$ cat config.mk
export PLATFORM = sky130hd
export DESIGN_NAME = alu_issue_stage
export DESIGN_NICKNAME = d
export VERILOG_FILES = /design/src/rtl/alu_issue_stage.sv
export SDC_FILE = /design/constraint.sdc
export NUM_CORES = 1
export LEC_CHECK = 0
export CELL_PAD_IN_SITES_DETAIL_PLACEMENT = 0
export CELL_PAD_IN_SITES_GLOBAL_PLACEMENT = 1
export CORE_UTILIZATION = 33
export DETAILED_ROUTE_END_ITERATION = 8
export GPL_TIMING_DRIVEN = 0
export HOLD_SLACK_MARGIN = 0.02
export PLACE_DENSITY_LB_ADDON = 0.1
export RECOVER_POWER = 100
export SYNTH_ARGS = -nofsm -noshare
export SYNTH_HDL_FRONTEND = slang
export SYNTH_SLANG_ARGS = --single-unit
$ cat constraint.sdc
create_clock -name clk -period 1.6 [get_ports clk]
set_input_delay 0.32 -clock clk [delete_from_list [all_inputs] [get_ports clk]]
set_output_delay 0.32 -clock clk [all_outputs]
set_load 0.1 [all_outputs]
$ cat src/rtl/alu_issue_stage.sv
// alu_issue_stage: decodes RV32I integer ops into ALU op/operands and feeds them through a two-entry skid buffer.
// Latency: 1 cycle from accept (in EMPTY) to out_valid; one beat per cycle while out_ready=1.
// Backpressure: in_ready is a flop that drops the cycle after the second beat is buffered; no combinational in->out path.
// Optional feature: define ALU_ISSUE_SLT_SIGNED_EN to support SLT/SLTI via MSB-flipped operands on the unsigned LESS op.
module alu_issue_stage #(
    parameter int XLEN = 32
) (
    input  logic            clk,
    input  logic            rst_n,
    input  logic            flush,
    input  logic            in_valid,
    output logic            in_ready,
    input  logic [6:0]      opcode,
    input  logic [2:0]      funct3,
    input  logic            funct7_5,
    input  logic [XLEN-1:0] rs1_data,
    input  logic [XLEN-1:0] rs2_data,
    input  logic [XLEN-1:0] imm,
    input  logic [4:0]      rd_in,
    output logic            out_valid,
    input  logic            out_ready,
    output logic [XLEN-1:0] alu_a,
    output logic [XLEN-1:0] alu_b,
    output logic [3:0]      alu_op,
    output logic [4:0]      rd_out,
    output logic            illegal
);

    localparam logic [1:0] ST_EMPTY = 2'd0;
    localparam logic [1:0] ST_ONE   = 2'd1;
    localparam logic [1:0] ST_TWO   = 2'd2;

    localparam logic [3:0] OP_AND  = 4'b0000;
    localparam logic [3:0] OP_OR   = 4'b0001;
    localparam logic [3:0] OP_ADD  = 4'b0010;
    localparam logic [3:0] OP_SUB  = 4'b0100;
    localparam logic [3:0] OP_LESS = 4'b1000;

    localparam logic [6:0] OPC_R   = 7'b0110011;
    localparam logic [6:0] OPC_I   = 7'b0010011;
    localparam logic [6:0] OPC_LUI = 7'b0110111;

    // Decoded payload; this (not the raw instruction fields) is what the buffer holds.
    typedef struct packed {
        logic [XLEN-1:0] a;
        logic [XLEN-1:0] b;
        logic [3:0]      op;
        logic [4:0]      rd;
        logic            illegal;
    } beat_t;

    localparam beat_t BEAT_RESET = '{a: '0, b: '0, op: OP_ADD, rd: 5'd0, illegal: 1'b0};

    beat_t      dec;
    beat_t      out_q;
    beat_t      skid_q;
    logic [1:0] state_q;
    logic [1:0] state_nxt;
    logic       in_ready_q;
    logic       out_valid_q;
    logic       accept;
    logic       drain;

    logic       dec_ok;
    logic [3:0] dec_op;
    logic       dec_use_imm;
    logic       dec_zero_a;
    logic       dec_signed;

    // Translate opcode/funct fields into ALU op and operand selection.
    always_comb begin
        dec_ok      = 1'b1;
        dec_op      = OP_ADD;
        dec_use_imm = 1'b0;
        dec_zero_a  = 1'b0;
        dec_signed  = 1'b0;
        case (opcode)
            OPC_R, OPC_I: begin
                dec_use_imm = (opcode == OPC_I);
                case (funct3)
                    3'b000: dec_op = (opcode == OPC_R && funct7_5) ? OP_SUB : OP_ADD;
                    3'b111: dec_op = OP_AND;
                    3'b110: dec_op = OP_OR;
                    3'b011: dec_op = OP_LESS;
`ifdef ALU_ISSUE_SLT_SIGNED_EN
                    3'b010: begin
                        dec_op     = OP_LESS;
                        dec_signed = 1'b1;
                    end
`else
                    3'b010: dec_ok = 1'b0;
`endif
                    default: dec_ok = 1'b0;
                endcase
            end
            OPC_LUI: begin
                dec_use_imm = 1'b1;
                dec_zero_a  = 1'b1;
            end
            default: dec_ok = 1'b0;
        endcase
    end

    // Assemble the payload; illegal beats carry zeroed operands and rd.
    always_comb begin
        dec = BEAT_RESET;
        if (dec_ok) begin
            dec.a       = dec_zero_a ? '0 : rs1_data;
            dec.b       = dec_use_imm ? imm : rs2_data;
            dec.op      = dec_op;
            dec.rd      = rd_in;
            dec.illegal = 1'b0;
            // Flipping the sign bit turns a signed compare into an unsigned one.
            if (dec_signed) begin
                dec.a[XLEN-1] = ~dec.a[XLEN-1];
                dec.b[XLEN-1] = ~dec.b[XLEN-1];
            end
        end else begin
            dec.illegal = 1'b1;
        end
    end

    assign accept = in_valid & in_ready_q;
    assign drain  = out_valid_q & out_ready;

    // Next buffer occupancy; flush wins over accept and drain.
    always_comb begin
        state_nxt = state_q;
        if (flush) begin
            state_nxt = ST_EMPTY;
        end else begin
            case (state_q)
                ST_EMPTY: if (accept) state_nxt = ST_ONE;
                ST_ONE: begin
                    if (accept && !drain)      state_nxt = ST_TWO;
                    else if (!accept && drain) state_nxt = ST_EMPTY;
                end
                ST_TWO:   if (drain) state_nxt = ST_ONE;
                default:  state_nxt = ST_EMPTY;
            endcase
        end
    end

    // Occupancy and handshake flops; ready/valid are registered copies of the next state.
    always_ff @(posedge clk or negedge rst_n) begin
        if (!rst_n) begin
            state_q     <= ST_EMPTY;
            in_ready_q  <= 1'b1;
            out_valid_q <= 1'b0;
        end else begin
            state_q     <= state_nxt;
            in_ready_q  <= (state_nxt != ST_TWO);
            out_valid_q <= (state_nxt != ST_EMPTY);
        end
    end

    // Payload movement: output register holds the head, skid holds the second beat.
    always_ff @(posedge clk or negedge rst_n) begin
        if (!rst_n) begin
            out_q  <= BEAT_RESET;
            skid_q <= BEAT_RESET;
        end else if (!flush) begin
            case (state_q)
                ST_EMPTY: if (accept) out_q <= dec;
                ST_ONE: begin
                    if (accept && drain)       out_q  <= dec;
                    else if (accept && !drain) skid_q <= dec;
                end
                ST_TWO:   if (drain) out_q <= skid_q;
                default: ;
            endcase
        end
    end

    assign in_ready  = in_ready_q;
    assign out_valid = out_valid_q;
    assign alu_a     = out_q.a;
    assign alu_b     = out_q.b;
    assign alu_op    = out_q.op;
    assign rd_out    = out_q.rd;
    assign illegal   = out_q.illegal;

endmodule

# Word level (Yosys, flattened, before mapping)
# Index checks and enable logic that the tools add are counted.
# word_totals
ff_bits	152
ram_bits	0
romBits	0
inputBits	117
memories	0
latchBits	0
# classes
addsub	0
div_mod_pow	0
eq_ne	12
magnitude_cmp	0
n_reduce_logical	14
n_mul	0
n_mux	21
bitwise	4
n_shift	0
# ops
op	count
2-to-1 mux 74 bit	3
case mux 74 bit (3 select lines)	1
2-to-1 mux 73 bit	1
2-to-1 mux 32 bit	2
case mux 4 bit (4 select lines)	1
== test 7 x 6 -> 1 bit (second input constant)	2
2-to-1 mux 2 bit	5
!= test 2 bit (second input constant)	4
== test 7 x 5 -> 1 bit (second input constant)	1
== test 3 bit (second input constant)	2
case mux 2 bit (3 select lines)	1
AND reduction 5 bit	1
logical AND 1 bit	4
2-to-1 mux 4 bit	1
case mux 1 bit (2 select lines)	2
AND reduction 4 bit	1
OR reduction 4 bit	1
== test 3 x 2 -> 1 bit (second input constant)	1
zero test 3 bit	1
2-to-1 mux 1 bit	3
2-to-1 mux 3 bit	1
nonzero test 3 bit	1
bitwise AND 1 bit	2
== test 2 x 1 -> 1 bit (second input constant)	1
other kinds (6)	8

# Depth between registers and ports, before layout
# logic_depth
ltp_word	8
ltp_mapped	7
ltp_nobuf	4

# Worst setup path before layout
# No wires, ideal clock.
# synth_path
path_kind	register to register
from	reg out_valid_q (netlist: out_valid)
to	reg out_q (netlist bit alu_b[27])
arrival_time_ps	2215
stages_incl_launch_ff	6
period_less_slack_ps	2349
setup_slack_ps	-749
t_required_ps	1466
setup_time_ps	134
path_buffers	1
cell_sequence	dfrtp_1 -> a21boi_0 -> o32ai_4 -> buf_6 -> mux2i_1 -> o21ai_0
# synth_via
elab_chain_len	4
elab_cells_between_ends	5
# synth_lines
element	line_no	rtl
from (decl)	60	logic out_valid_q;
from (signal assigned)	153	out_valid_q <= (state_nxt != ST_EMPTY);
bitwise AND 1 bit *	124	assign drain = out_valid_q & out_ready;
logical AND 1 bit	166	if (accept && drain) out_q <= dec;
!= test 2 bit (no source line)	-	
AND reduction 5 bit (no source line) *	-	
to (signal assigned)	169	ST_TWO: if (drain) out_q <= skid_q;
to (decl)	55	beat_t out_q;
# Mark *: on every way between the ends. The rest lies on a longest branch, timed or not.
# A chain may end at the register's enable or synchronous reset.

# Worst setup path after layout
# layout_path
from	reg in_ready_q (netlist: in_ready)
to	reg out_q (netlist bit alu_b[22])
# layout_via
elab_chain_len	4
elab_cells_between_ends	5
# layout_lines
element	line_no	rtl
from (decl)	59	logic in_ready_q;
from (signal assigned)	152	in_ready_q <= (state_nxt != ST_TWO);
bitwise AND 1 bit *	123	assign accept = in_valid & in_ready_q;
logical AND 1 bit	166	
!= test 2 bit (no source line)	-	
AND reduction 5 bit (no source line) *	-	
# Marks and branches as above.

==> flow_metrics.env <==
export IMPL_status="finished, violations left"
export IMPL_violations="setup timing"
export IMPL_drt_iter0_drc=279
export IMPL_critical_path_class="reg -> reg"
export IMPL_hold_ws_ps=226
export IMPL_hp_class="in -> reg"
export IMPL_avgSynthCellArea_um2=11.0
export IMPL_setup_tns_ps=-40940
export IMPL_overflow=0
export IMPL_period_share=1.23
export IMPL_via_count=5988
export IMPL_grt_pass1_vias=6036
export IMPL_yosysMostFrequentCell="dfrtp_1"
export IMPL_register_area_um2=3810
export IMPL_cp_num_cells=7
export IMPL_start_util=0.340
export IMPL_clock_fmax_ghz=0.507
export IMPL_place_hpwl_um=14500
export IMPL_endpoint_kind="register"
export IMPL_cts_sinks=152
export IMPL_wl_met3_um=1120
export IMPL_synthToLayoutAreaGrowth_pct=50.4
export IMPL_port_buffers=191
export IMPL_critical_path_top_delay_family="flip-flops"
export IMPL_rows=52
export IMPL_met1_length_um=9250
export IMPL_h_tree_depth=4
export IMPL_nets=992
export IMPL_grt_pass1_wl_um=32600
export IMPL_cts_root_buf="clkbuf_16"
export IMPL_worst_setup_path_start_kind="register"
export IMPL_cp_slowest_cell="dfstp_4"
export IMPL_setup_ws_ps=-372
export IMPL_io_pins=193
export IMPL_cts_buffers_inserted=17
export IMPL_finalHoldViolCount=0
export IMPL_synth_cells=629
export IMPL_fill_cells=1902
export IMPL_top_layer="met5"
export IMPL_setup_violations=149
export IMPL_dieArea_um2=21600
export IMPL_reg2reg_to="alu_b[22]"
export IMPL_grt_max_degree=93
export IMPL_fin_crit_ps=1970
export IMPL_crit_fanout=5
export IMPL_drive_above_1_share=0.284
export IMPL_dr_pass1_iters=5
export IMPL_holdPathStages=2
export IMPL_ys_warn_count=0
export IMPL_fp_dieW_um=147
export IMPL_yosysSeqAreaShare=0.549
export IMPL_relSlewSlack=0.422
export IMPL_crit_reg2reg_launch="in_ready"
export IMPL_diodes=0
export IMPL_cap_violations=0
export IMPL_synth_area_um2=6940
export IMPL_p_per_area_nw_per_um2=1250
export IMPL_drt_wl_total_um=21600
export IMPL_synth_fp_nets=746
export IMPL_antenna_found_initial=1
export IMPL_synth_top_cells_by_count="149 x dfrtp_1, 65 x mux2i_1, 58 x o21ai_0, 52 x nand2_1, 45 x nor2_1"
export IMPL_finalMaxSlewViolations=0
export IMPL_synth_top_area_frac=0.537
export IMPL_required_ps=1900
export IMPL_netlist_top_cell_by_area="dfrtp_1"
export IMPL_die_height_um=147
export IMPL_crit_arrival_ps=2270
export IMPL_synthFlopType="dfrtp_1"
export IMPL_viasPerCell=5.18
export IMPL_drc_errors=0
export IMPL_ys_types=48
export IMPL_cts_tree="done"
export IMPL_path_cells="nand3b_1 > buf_4 > o32ai_4 > buf_6 > clkbuf_16 > mux2i_1 > o21ai_1"
export IMPL_ir_drop_v=0.000744
export IMPL_hold_end="out_valid"
export IMPL_clockBufferDepth=2
export IMPL_max_stage_delay_ps=630
export IMPL_reg2reg_depth=7
export IMPL_yosys_top_cells_area="dfrtp_1 54%, mux2i_1 9.4%, o21ai_0 4.2%"
export IMPL_grt_total_usage=0.195
export IMPL_ant_nets=0
export IMPL_finClkSkew_ps=8.20
export IMPL_ys_async_sr_fraction=1.00
export IMPL_synth_seq_cells=152
export IMPL_wire_per_inst_um=18.6
export IMPL_min_from="flush"
export IMPL_max_slew_worst_pin_slew_ps=867
export IMPL_path_clk_slew_ps=60
export IMPL_synth_edf_count=0
export IMPL_multiInputGateArea_um2=3030
export IMPL_rsz0062_at_grt="yes"
export IMPL_critPathBufInv=3
export IMPL_r2r_slack_ps=-370
export IMPL_fp_coreArea_um2=20400
export IMPL_leakage_nw=4.63
export IMPL_dr_wl_met2_um=10800
export IMPL_clock_latency_ps=420
export IMPL_place_gp_congestion=0.763
[placed cells by master (no fill, tap or decap), types with 30 or more instances in the layout]
master	count
a22o_1	32
a32oi_1	32
and2_1	32
buf_2	54
clkbuf_2	30
clkdlybuf4s50_1	112
dfrtp_1	148
mux2i_1	65
nand2_1	51
nor2_1	37
o21ai_1	34
[how the worst max path moves through the flow]
stage	slack (ps)	endpoint	start
finish	-370	alu_b[22]	in_ready
global route	-430	alu_b[0]	in_ready
CTS	-360	alu_b[26]	in_ready
detailed placement	-1130	alu_b[10]	funct3[0]
global placement	-6500	out_valid	rst_n
floorplan	-410	skid_q[55]	in_ready
[stage by stage]
| step | setup WS (ps) | cell area, µm² | power (W) | std cells | util |
|---|---|---|---|---|---|
| 6_report | -372 | 10400 | 0.0131 | 1157 | 0.511 |
| 5_1_grt | -435 | 10400 | 0.0136 | 1157 | 0.511 |
| 4_1_cts | -358 | 10000 | 0.0130 | 1143 | 0.490 |
| 3_5_place_dp | -1130 | 9390 | 0.00911 | 1091 | 0.459 |
| 3_3_place_gp | -6500 | 9360 | 0.00906 | 1090 | 0.458 |
| 2_1_floorplan | -413 | 7110 | 0.00773 | 629 | - |
[metal layers]
metal	global-route usage	up-vias
met1	0.252	2948
met3	0.0398	25
li1	-	2792
met5	0	-
met4	0.0644	2
met2	0.327	221
[state kept, by name (all words and copies together), names as in the netlist]
name / flops
skid_q: 74
alu_op: 4
rd_out: 5
in_ready: 1
alu_a: 32
alu_b: 32
illegal: 1
state_q: 2
out_valid: 1
[timing repair]
action,CTS,global route
setup buffers,20,5
hold buffers,1,0
resized for setup,445,60
endpoints found under the setup margin,224,151
gates cloned,1,10
hold endpoints to repair,60,0
pin swaps,7,2
[worst register-to-register path: stages (launching register included)]
cell,delay (ps)
dfstp_4,630
nand3b_1,110
buf_4,160
o32ai_4,310
buf_6,210
clkbuf_16,170
mux2i_1,190
o21ai_1,80
[power breakdown]
group	switching [W]	internal, W	leakage (nW)
clock network	0.00162	0.00244	0.283
registers	0.000221	0.00422	2.02
logic	0.00343	0.00115	2.33
total	0.00527	0.00781	4.63
[area by class of cell]
cell class	count	area share
Sequential cell	152	0.365
Multi-Input combinational cell	419	0.290
Timing Repair Buffer	228	0.199
Buffer	50	0.0548
Clock buffer	19	0.0415
Tap cell	270	0.0324
Clock inverter	12	0.0145
Inverter	7	0.00252
[cell families (layout without fill, tap and decap cells)]
group,after synthesis,count (layout),share of synthesized area
mux,66,66,0.0954
simple gates,152,152,0.107
xor+xnor,1,1,0.00234
buf+inv,58,316,0.0463
compound gates,200,200,0.200
flops,152,152,0.549
No activity file was read; power rests on OpenSTA's default activity.
